$ cat src/rtl/risc16_mc_core_if.sv
// Memory bus bundle for the RiSC-16 multi-cycle core: one instruction-fetch
// channel and one data channel, each a level request held until acknowledge.
// The master modport faces the core, the slave modport faces the memories.
interface risc16_mc_core_if #(
    parameter int IMEM_AW = 16,
    parameter int DMEM_AW = 16
);
    logic               imem_req;
    logic [IMEM_AW-1:0] imem_addr;
    logic [15:0]        imem_rdata;
    logic               imem_ack;

    logic               dmem_req;
    logic               dmem_we;
    logic [DMEM_AW-1:0] dmem_addr;
    logic [15:0]        dmem_wdata;
    logic [15:0]        dmem_rdata;
    logic               dmem_ack;

    modport master (
        output imem_req, imem_addr,
        input  imem_rdata, imem_ack,
        output dmem_req, dmem_we, dmem_addr, dmem_wdata,
        input  dmem_rdata, dmem_ack
    );

    modport slave (
        input  imem_req, imem_addr,
        output imem_rdata, imem_ack,
        input  dmem_req, dmem_we, dmem_addr, dmem_wdata,
        output dmem_rdata, dmem_ack
    );
endinterface

$ cat src/rtl/risc16_mc_core.sv
// RiSC-16 multi-cycle core: BOOT -> FETCH -> DECODE -> EXEC -> (MEM) -> WB.
// Every bus output and the retire pulse come straight from flops.
// Optional feature: define RISC16_HALT_EN to make JALR r0,r0,<nonzero simm7>
// stop the core in HALT with halted=1 until reset; otherwise halted is 0.
module risc16_mc_core #(
    parameter int          IMEM_AW  = 16,
    parameter int          DMEM_AW  = 16,
    parameter logic [15:0] RESET_PC = 16'd0
) (
    input  logic             clk,
    input  logic             rst,
    risc16_mc_core_if.master bus,
    output logic             retire,
    output logic             halted
);
    localparam logic [2:0] OP_ADD  = 3'b000;
    localparam logic [2:0] OP_ADDI = 3'b001;
    localparam logic [2:0] OP_NAND = 3'b010;
    localparam logic [2:0] OP_LUI  = 3'b011;
    localparam logic [2:0] OP_SW   = 3'b100;
    localparam logic [2:0] OP_LW   = 3'b101;
    localparam logic [2:0] OP_BEQ  = 3'b110;
    localparam logic [2:0] OP_JALR = 3'b111;

    typedef enum logic [2:0] {
        ST_BOOT, ST_FETCH, ST_DECODE, ST_EXEC, ST_MEM, ST_WB, ST_HALT
    } state_t;

    state_t state_r, next_state_s;

    logic               armed_r;
    logic [15:0]        pc_r, ir_r, a_val_r, b_val_r, c_val_r, result_r, next_pc_r;
    logic [15:0]        rf_r [0:7];
    logic               imem_req_r, dmem_req_r, dmem_we_r, retire_r;
    logic [IMEM_AW-1:0] imem_addr_r;
    logic [DMEM_AW-1:0] dmem_addr_r;
    logic [15:0]        dmem_wdata_r;

    // Instruction fields and derived decode
    logic [2:0]  op_s, ra_s, rb_s, rc_s;
    logic [15:0] simm_s, pc_inc_s, fetch_pc_s;
    logic [9:0]  imm10_s;
    logic        is_mem_s, writes_ra_s, halt_hit_s;
    logic [15:0] exec_result_s, exec_next_pc_s, exec_ea_s;

    // r0 always reads as zero regardless of storage contents
    function automatic logic [15:0] rf_read(input logic [2:0] idx, input logic [15:0] val);
        rf_read = (idx == 3'd0) ? 16'd0 : val;
    endfunction

    assign op_s        = ir_r[15:13];
    assign ra_s        = ir_r[12:10];
    assign rb_s        = ir_r[9:7];
    assign rc_s        = ir_r[2:0];
    assign imm10_s     = ir_r[9:0];
    assign simm_s      = {{9{ir_r[6]}}, ir_r[6:0]};
    assign pc_inc_s    = pc_r + 16'd1;
    assign is_mem_s    = (op_s == OP_SW) || (op_s == OP_LW);
    assign writes_ra_s = (op_s != OP_SW) && (op_s != OP_BEQ);
    // WB updates pc on the same edge that launches the next fetch
    assign fetch_pc_s  = (state_r == ST_WB) ? next_pc_r : pc_r;

`ifdef RISC16_HALT_EN
    logic halted_r;
    assign halt_hit_s = (op_s == OP_JALR) && (ra_s == 3'd0) && (rb_s == 3'd0) &&
                        (ir_r[6:0] != 7'd0);
    assign halted     = halted_r;

    // Sticky halt flag, raised as WB hands over to HALT
    always_ff @(posedge clk or negedge rst) begin
        if (!rst) begin
            halted_r <= 1'b0;
        end else if (next_state_s == ST_HALT) begin
            halted_r <= 1'b1;
        end
    end
`else
    assign halt_hit_s = 1'b0;
    assign halted     = 1'b0;
`endif

    assign retire         = retire_r;
    assign bus.imem_req   = imem_req_r;
    assign bus.imem_addr  = imem_addr_r;
    assign bus.dmem_req   = dmem_req_r;
    assign bus.dmem_we    = dmem_we_r;
    assign bus.dmem_addr  = dmem_addr_r;
    assign bus.dmem_wdata = dmem_wdata_r;

    // State register
    always_ff @(posedge clk or negedge rst) begin
        if (!rst) begin
            state_r <= ST_BOOT;
        end else begin
            state_r <= next_state_s;
        end
    end

    // Next-state logic; acks only matter in the state that owns the request
    always_comb begin
        next_state_s = state_r;
        case (state_r)
            ST_BOOT:   if (armed_r) next_state_s = ST_FETCH; else next_state_s = ST_BOOT;
            ST_FETCH:  if (bus.imem_ack) next_state_s = ST_DECODE; else next_state_s = ST_FETCH;
            ST_DECODE: next_state_s = ST_EXEC;
            ST_EXEC:   if (is_mem_s) next_state_s = ST_MEM; else next_state_s = ST_WB;
            ST_MEM:    if (bus.dmem_ack) next_state_s = ST_WB; else next_state_s = ST_MEM;
            ST_WB:     if (halt_hit_s) next_state_s = ST_HALT; else next_state_s = ST_FETCH;
            ST_HALT:   next_state_s = ST_HALT;
            default:   next_state_s = ST_BOOT;
        endcase
    end

    // ALU, effective address and next-PC computation for the EXEC cycle
    always_comb begin
        exec_result_s  = 16'd0;
        exec_next_pc_s = pc_inc_s;
        exec_ea_s      = b_val_r + simm_s;
        case (op_s)
            OP_ADD:  exec_result_s = b_val_r + c_val_r;
            OP_ADDI: exec_result_s = b_val_r + simm_s;
            OP_NAND: exec_result_s = ~(b_val_r & c_val_r);
            OP_LUI:  exec_result_s = {imm10_s, 6'b000000};
            OP_SW:   exec_result_s = 16'd0;
            OP_LW:   exec_result_s = 16'd0;
            OP_BEQ: begin
                if (a_val_r == b_val_r) exec_next_pc_s = pc_inc_s + simm_s;
                else                    exec_next_pc_s = pc_inc_s;
            end
            OP_JALR: begin
                exec_result_s  = pc_inc_s;
                exec_next_pc_s = b_val_r;
            end
            default: exec_result_s = 16'd0;
        endcase
    end

    // Datapath, register file and registered bus outputs
    always_ff @(posedge clk or negedge rst) begin
        if (!rst) begin
            armed_r      <= 1'b0;
            pc_r         <= RESET_PC;
            ir_r         <= 16'd0;
            a_val_r      <= 16'd0;
            b_val_r      <= 16'd0;
            c_val_r      <= 16'd0;
            result_r     <= 16'd0;
            next_pc_r    <= 16'd0;
            for (int i = 0; i < 8; i++) rf_r[i] <= 16'd0;
            imem_req_r   <= 1'b0;
            imem_addr_r  <= {IMEM_AW{1'b0}};
            dmem_req_r   <= 1'b0;
            dmem_we_r    <= 1'b0;
            dmem_addr_r  <= {DMEM_AW{1'b0}};
            dmem_wdata_r <= 16'd0;
            retire_r     <= 1'b0;
        end else begin
            // The first edge after reset release only arms the core; BOOT
            // then occupies one full cycle before the first fetch.
            armed_r    <= 1'b1;
            retire_r   <= (state_r == ST_WB);
            imem_req_r <= (next_state_s == ST_FETCH);
            if ((next_state_s == ST_FETCH) && (state_r != ST_FETCH)) begin
                imem_addr_r <= fetch_pc_s[IMEM_AW-1:0];
            end
            case (state_r)
                ST_FETCH: begin
                    if (bus.imem_ack) ir_r <= bus.imem_rdata;
                end
                ST_DECODE: begin
                    a_val_r <= rf_read(ra_s, rf_r[ra_s]);
                    b_val_r <= rf_read(rb_s, rf_r[rb_s]);
                    c_val_r <= rf_read(rc_s, rf_r[rc_s]);
                end
                ST_EXEC: begin
                    result_r  <= exec_result_s;
                    next_pc_r <= exec_next_pc_s;
                    if (is_mem_s) begin
                        dmem_req_r   <= 1'b1;
                        dmem_we_r    <= (op_s == OP_SW);
                        dmem_addr_r  <= exec_ea_s[DMEM_AW-1:0];
                        dmem_wdata_r <= (op_s == OP_SW) ? a_val_r : 16'd0;
                    end
                end
                ST_MEM: begin
                    if (bus.dmem_ack) begin
                        dmem_req_r <= 1'b0;
                        dmem_we_r  <= 1'b0;
                        if (!dmem_we_r) result_r <= bus.dmem_rdata;
                    end
                end
                ST_WB: begin
                    if (writes_ra_s && (ra_s != 3'd0)) rf_r[ra_s] <= result_r;
                    pc_r <= next_pc_r;
                end
                default: begin
                    pc_r <= pc_r;
                end
            endcase
        end
    end
endmodule

$ cat src/flat_wrapper.sv
// flat-port wrapper written by rule: the top's interface ports become plain ports
module risc16_mc_core_flat 
#(
    parameter int          IMEM_AW  = 16,
    parameter int          DMEM_AW  = 16,
    parameter logic [15:0] RESET_PC = 16'd0
)
  (clk, rst, retire, halted, bus_imem_req, bus_imem_addr, bus_imem_rdata, bus_imem_ack, bus_dmem_req, bus_dmem_we, bus_dmem_addr, bus_dmem_wdata, bus_dmem_rdata, bus_dmem_ack);
  risc16_mc_core_if #(.IMEM_AW(IMEM_AW), .DMEM_AW(DMEM_AW)) bus_i ();
  input  logic clk;
  input  logic rst;
  output logic retire;
  output logic halted;
  output wire logic [$bits(bus_i.imem_req)-1:0] bus_imem_req;
  output wire logic [$bits(bus_i.imem_addr)-1:0] bus_imem_addr;
  input wire logic [$bits(bus_i.imem_rdata)-1:0] bus_imem_rdata;
  input wire logic [$bits(bus_i.imem_ack)-1:0] bus_imem_ack;
  output wire logic [$bits(bus_i.dmem_req)-1:0] bus_dmem_req;
  output wire logic [$bits(bus_i.dmem_we)-1:0] bus_dmem_we;
  output wire logic [$bits(bus_i.dmem_addr)-1:0] bus_dmem_addr;
  output wire logic [$bits(bus_i.dmem_wdata)-1:0] bus_dmem_wdata;
  input wire logic [$bits(bus_i.dmem_rdata)-1:0] bus_dmem_rdata;
  input wire logic [$bits(bus_i.dmem_ack)-1:0] bus_dmem_ack;
  assign bus_imem_req = bus_i.imem_req;
  assign bus_imem_addr = bus_i.imem_addr;
  assign bus_i.imem_rdata = bus_imem_rdata;
  assign bus_i.imem_ack = bus_imem_ack;
  assign bus_dmem_req = bus_i.dmem_req;
  assign bus_dmem_we = bus_i.dmem_we;
  assign bus_dmem_addr = bus_i.dmem_addr;
  assign bus_dmem_wdata = bus_i.dmem_wdata;
  assign bus_i.dmem_rdata = bus_dmem_rdata;
  assign bus_i.dmem_ack = bus_dmem_ack;
  risc16_mc_core #(.IMEM_AW(IMEM_AW), .DMEM_AW(DMEM_AW), .RESET_PC(RESET_PC)) u_core (.clk(clk), .rst(rst), .bus(bus_i), .retire(retire), .halted(halted));
endmodule
$ cat config.mk
export PLATFORM = sky130hd
export DESIGN_NAME = risc16_mc_core_flat
export DESIGN_NICKNAME = d
export VERILOG_FILES = /design/src/rtl/risc16_mc_core_if.sv /design/src/rtl/risc16_mc_core.sv /design/src/flat_wrapper.sv
export SDC_FILE = /design/constraint.sdc
export NUM_CORES = 1
export LEC_CHECK = 0
export CORE_MARGIN = 2
export CORE_UTILIZATION = 45
export DETAILED_ROUTE_END_ITERATION = 10
export HOLD_SLACK_MARGIN = 0.08
export PLACE_DENSITY_LB_ADDON = 0.12
export SETUP_SLACK_MARGIN = 0.3
export SLEW_MARGIN = 20
export SYNTH_ARGS = -nofsm -noshare
export SYNTH_HDL_FRONTEND = slang
export SYNTH_SLANG_ARGS = --single-unit
$ cat constraint.sdc
create_clock -name clk -period 3.6 [get_ports clk]
set_input_delay 0.54 -clock clk [delete_from_list [all_inputs] [get_ports clk]]
set_output_delay 0.54 -clock clk [all_outputs]
set_load 0.01 [all_outputs]
Word-level counts from Yosys, hierarchy flattened
Index checks and enable logic that the tools add are counted.

cells by class
  $add $sub $neg = 4
  multiply operators = 0
  divide/modulo/power cells = 0
  $lt $le $gt $ge = 4
  equality and inequality tests = 21
  shift operators = 0
  multiplexer cells = 33
  bitwise operators = 5
  reductions and logical operators = 17

operators by type and width
  kind                     count
  $mux W16                 15
  $bmux W16 S3             3
  $bwmux W128              1
  $pmux W16 S5             1
  $pmux W16 S2             2
  $add A16 B16 Y16         3
  $demux W16 S3            1
  $eq A3 B3 Y1 const B     7
  $pmux W3 S7              1
  $add A16 B1 Y16 const B  1
  $and A16 B16 Y16         1
  $eq A16 B16 Y1           1
  $not A16 Y16             1
  $logic_not A3 Y1         5
  $eq A3 B2 Y1 const B     4
  $ge A4 B4 Y1 const B     3
  $not A3 Y4               3
  $eq A3 B1 Y1 const B     3
  $mux W1                  6
  $ne A3 B3 Y1 const B     2
  $reduce_and A2 Y1        3
  $reduce_and A3 Y1        2
  $logic_and A1 B1 Y1      4
  $lt A4 B1 Y1 const B     1
  other kinds (8)          10

storage, ports and cells
  register bits = 296
  latch bits = 0
  bits in writable memories = 0
  bits in read-only memories = 0
  logic and storage cells = 108
  memories kept = 0

Depth between registers and ports, before layout
  word-level depth = 6
  mapped depth = 12

Worst setup path after synthesis
No wires, ideal clock.

  path type = reg2reg
  from = reg u_core.pc_r[0]
  to = reg u_core.next_pc_r[10]
  setup time = 0.132 ns
  arrival time = 2.603 ns
  setup slack = 0.865 ns
  stages on the path, launching flop included = 12
  path buffers = 0
  period minus slack after synthesis = 2.735 ns
  cell sequence = dfrtp_1 > ha_1 > xnor2_1 > inv_1 > ha_1 > a211oi_1 > nor3_1 > or3_1 > a21oi_1 > xnor2_1 > a222oi_1 > o21ai_1

between the ends
  cells in the longest elaborated chain, start to end = 4

RTL lines
  what                    RTL line               source
  start, declared         risc16_mc_core.sv:32   logic [15:0] pc_r, ir_r, a_val_r, b_val_r, c_val_r, result_r, next_pc_r;
  start signal, assigned  risc16_mc_core.sv:194  pc_r <= next_pc_r;
  start signal, assigned  risc16_mc_core.sv:197  pc_r <= pc_r;
  $add A16 B1 Y16 (*)     risc16_mc_core.sv:57   assign pc_inc_s = pc_r + 16'd1;
  $add A16 B16 Y16        risc16_mc_core.sv:127  if (a_val_r == b_val_r) exec_next_pc_s = pc_inc_s + simm_s;
  $mux W16                risc16_mc_core.sv:127
  $pmux W16 S2 (*)        risc16_mc_core.sv:119  case (op_s)
  end signal, assigned    risc16_mc_core.sv:177  next_pc_r <= exec_next_pc_s;
  end, declared           risc16_mc_core.sv:32

Every way passes the cells marked *; elsewhere a longest branch is shown, timed or not.
A chain may end at the register's enable or synchronous reset.

Worst setup path in the final report
Ends and elaborated chain as after synthesis.

==> flow_summary.yaml <==
floorplanning:
  initial_core_util_pct: 45.9
  die_area_mm2: 0.0390
  rows: 70
  ios: 89
  die_x_um: 197
  die_y_um: 197
  fp.coreArea_mm2: 0.0367
grt:
  grt.total_usage_pct: 27.2
  grt_first_pass_wirelength_um: 80100
  grt_start_max_net_pins: 89
  grt_antenna_before_repair: 0
  grt_pass1_vias: 13145
  overflow: 0
logic_synthesis:
  synth.avg_cell_area_um2: 10.1
  synthCells: 1668
  async_reset_ff_share_pct: 100
  yosys_warnings: 0
  syn_area_mm2: 0.0168
  synth.distinct_cells: 77
  syn_nets: 1757
  synth-edff-count: 0
  synth-seq-cells: 280
  ys.flop_type: "dfrtp_1"
  synth_seq_area_share_pct: 41.6
sta:
  worst_pin_slew_ns: 1.01
  slew_headroom_pct: 32.6
  fin_crit_sh_pct: 87.8
  rsz0062_at_grt: "yes"
  hold_viol: 0
  tns_ns: 0
  period_minus_slack_ns: 3.16
  setup_viol: 0
  slew_viol_final: 0
  clock_skew_ns: 0.0235
  fmax_mhz: 317
worst_setup_path:
  cp_max_fo: 7
  slowest_delay_ns: 0.46
  critPathLaunchType: "flop"
  critical_path_required_ns: 4.02
  crit_top_cell: "ha_1"
  crit_path_end_kind: "flop"
  crit_slowest_cell: "dfrtp_1"
  crit_chain: "ha_1, and3_1, xor2_1, ha_1, nand4_1, nor3_1, or3_1, a21oi_1, xnor2_1, a222oi_1, o21ai_1"
  worstPathArrival_ns: 3.58
  path_class: "reg -> reg"
hold_path:
  min_path_type: "reg -> reg"
routing:
  drcViolationCount: 0
  via_per_inst: 6.06
  drt_iter0_drc: 1026
  drt-wirelength-per-cell_um: 23.5
  antenna_left: 0
  first_pass_iters: 6
  vias: 13512
  drt-total-wl_um: 52300
place:
  placedCellCount: 2167
  io_buffers: 87
  gp_congestion: 0.948
  hpwl_um: 37300
status:
  status: "finished clean"
finish:
  diodes: 0
  area_delta_synth_final_pct: 15.3
  layout-drive-gt1-share_pct: 21.6
  finalNetCount: 1825
  final_cell_mix: "dfrtp_1, nand2_1, mux2_2"
  stdcell_count: 2229
  final_common_cell: "dfrtp_1"
clock_network:
  clk_pin_slew_ns: 0.06
  postCtsSetupBuffers: 0
  cts_tree: "yes"
  cts_sinks: 280
  clockBufferDepth: 3
  clkLatencyLatePin_ns: 0.56
  cts_buffers: 34
  ctsRootBufferMaster: "clkbuf_16"
  cts_max_level: 2
power_and_ir_drop:
  power_density_mw_per_mm2: 962
  ir_drop_mv: 0.702
  p_leak_nw: 8.79
job:
  maxCapViolCount: 0
[Yosys cell counts, types with 4 or more instances]
| cell | count | share of area (%) |
|---|---|---|
| a21oi_1 | 131 | 3.9 |
| o31ai_1 | 4 | 0.18 |
| a222oi_1 | 6 | 0.36 |
| a211oi_1 | 16 | 0.71 |
| o22ai_1 | 21 | 0.78 |
| buf_2 | 24 | 0.71 |
| xor2_1 | 20 | 1.0 |
| mux2_2 | 171 | 11 |
| dfrtp_1 | 280 | 42 |
| nor4_1 | 5 | 0.19 |
| nor3_1 | 14 | 0.42 |
| o21bai_1 | 6 | 0.27 |
| nor3b_1 | 5 | 0.22 |
| mux2i_1 | 7 | 0.42 |
| o21ai_1 | 5 | 0.15 |
| xnor2_1 | 46 | 2.4 |
| buf_6 | 6 | 0.40 |
| clkbuf_1 | 61 | 1.4 |
| o211ai_1 | 5 | 0.22 |
| nor2_1 | 133 | 3.0 |
| a221oi_1 | 15 | 0.78 |
| and3_1 | 9 | 0.33 |
| nor2b_1 | 9 | 0.33 |
| a31oi_1 | 11 | 0.41 |
| a22oi_1 | 29 | 1.3 |
| ha_1 | 50 | 3.7 |
| o21ai_0 | 97 | 2.9 |
| mux2_4 | 20 | 1.8 |
| or3_1 | 4 | 0.15 |
| mux4_2 | 48 | 6.4 |
| buf_4 | 5 | 0.22 |
| buf_1 | 10 | 0.22 |
| nand3_1 | 40 | 1.2 |
| nand2_1 | 253 | 5.6 |
| nand4_1 | 11 | 0.41 |
| inv_1 | 9 | 0.20 |
| a21o_1 | 22 | 0.98 |
[final timing paths]
kind	start	to	slack [ns]	cells past startpoint
max reg2reg	u_core.pc_r[0]	u_core.next_pc_r[10]	0.44	11
min in group asynchronous	rst	u_core.result_r[13]	0.59	2
min reg2reg	u_core.bus.dmem_wdata[7]	u_core.bus.dmem_wdata[7]	0.46	2
max	u_core.pc_r[0]	u_core.next_pc_r[10]	0.44	11
max in group asynchronous	rst	u_core.rf_r[63]	2.05	3
min	u_core.bus.dmem_wdata[7]	u_core.bus.dmem_wdata[7]	0.46	2
[layout make-up]
type,count,area (µm²)
Clock buffer,44,958
Timing Repair Buffer,138,1310
Clock inverter,17,139
Fill cell,3279,17300
Sequential cell,280,7010
Multi-Input combinational cell,1270,9370
Inverter,12,45.0
Tap cell,468,586
[per-layer routing]
| layer | GRT usage [%] | vias to the layer above | wire [µm] |
|---|---|---|---|
| li1 | - | 6221 | - |
| met1 | 35.8 | 6706 | 22300 |
| met2 | 43.7 | 478 | 24400 |
| met3 | 6.42 | 107 | 3720 |
| met4 | 10.4 | 0 | 1880 |
| met5 | 0 | - | 0 |
[metrics by stage]
step                      hold slack [ns]  utilization, %  setup WS (ns)  cell area (µm²)  power [mW]
after floorplan                     0.244               -          0.865            16800        11.8
after global placement              0.451            49.8          0.310            18300        15.0
after detailed placement            0.456            49.8          0.299            18300        15.1
after CTS                           0.468            52.8          0.365            19400        18.7
after global routing                0.496            52.9          0.185            19400        19.8
final                               0.464            52.9          0.441            19400        18.7
[registers in the layout (all words and copies together), names as in the netlist]
register / cells
u_core.a_val_r: 16
u_core.armed_r: 1
u_core.b_val_r: 16
u_core.bus.dmem_addr: 16
u_core.bus.dmem_req: 1
u_core.bus.dmem_wdata: 16
u_core.bus.dmem_we: 1
u_core.bus.imem_addr: 16
u_core.bus.imem_req: 1
u_core.c_val_r: 16
u_core.ir_r: 16
u_core.next_pc_r: 16
u_core.pc_r: 16
u_core.result_r: 16
u_core.retire: 1
u_core.rf_r: 112
u_core.state_r: 3
[cell families (layout without fill, tap and decap cells)]
group	count (synthesis)	count (layout)	share of synthesized area, %
xor gates and xnor gates	66	66	3.43
buffers and inverters	118	211	3.19
AOI/OAI and AO/OA	393	393	14.3
and+or+nand+nor	510	510	13.4
adders and majority gates	53	53	4.07
DFF	280	280	41.6
other	2	2	0.0446
muxes	246	246	20.0
[critical path: cells and delay by family (launching register included)]
kind | cells | cell delay (ns)
AND/OR/NAND/NOR | 4 | 0.84
adder cells (fa/ha/maj) | 2 | 0.63
AO/OA/AOI/OAI | 3 | 0.62
XOR/XNOR | 2 | 0.49
flip-flops | 1 | 0.46
[where the power goes]
part	switching, mW	total (mW)	leakage (nW)	internal [mW]
Sequential	1.83	6.17	3.70	4.34
Clock	1.45	3.41	0.550	1.97
Combinational	4.98	9.11	4.54	4.12
Total	8.26	18.7	8.79	10.4
[timing repair]
item                       in CTS  in global routing
resized for setup               1                  4
hold endpoints to repair       81                  0
setup endpoints to repair       1                  6
hold buffers                    1                  0
No activity file was read; power rests on OpenSTA's default activity.
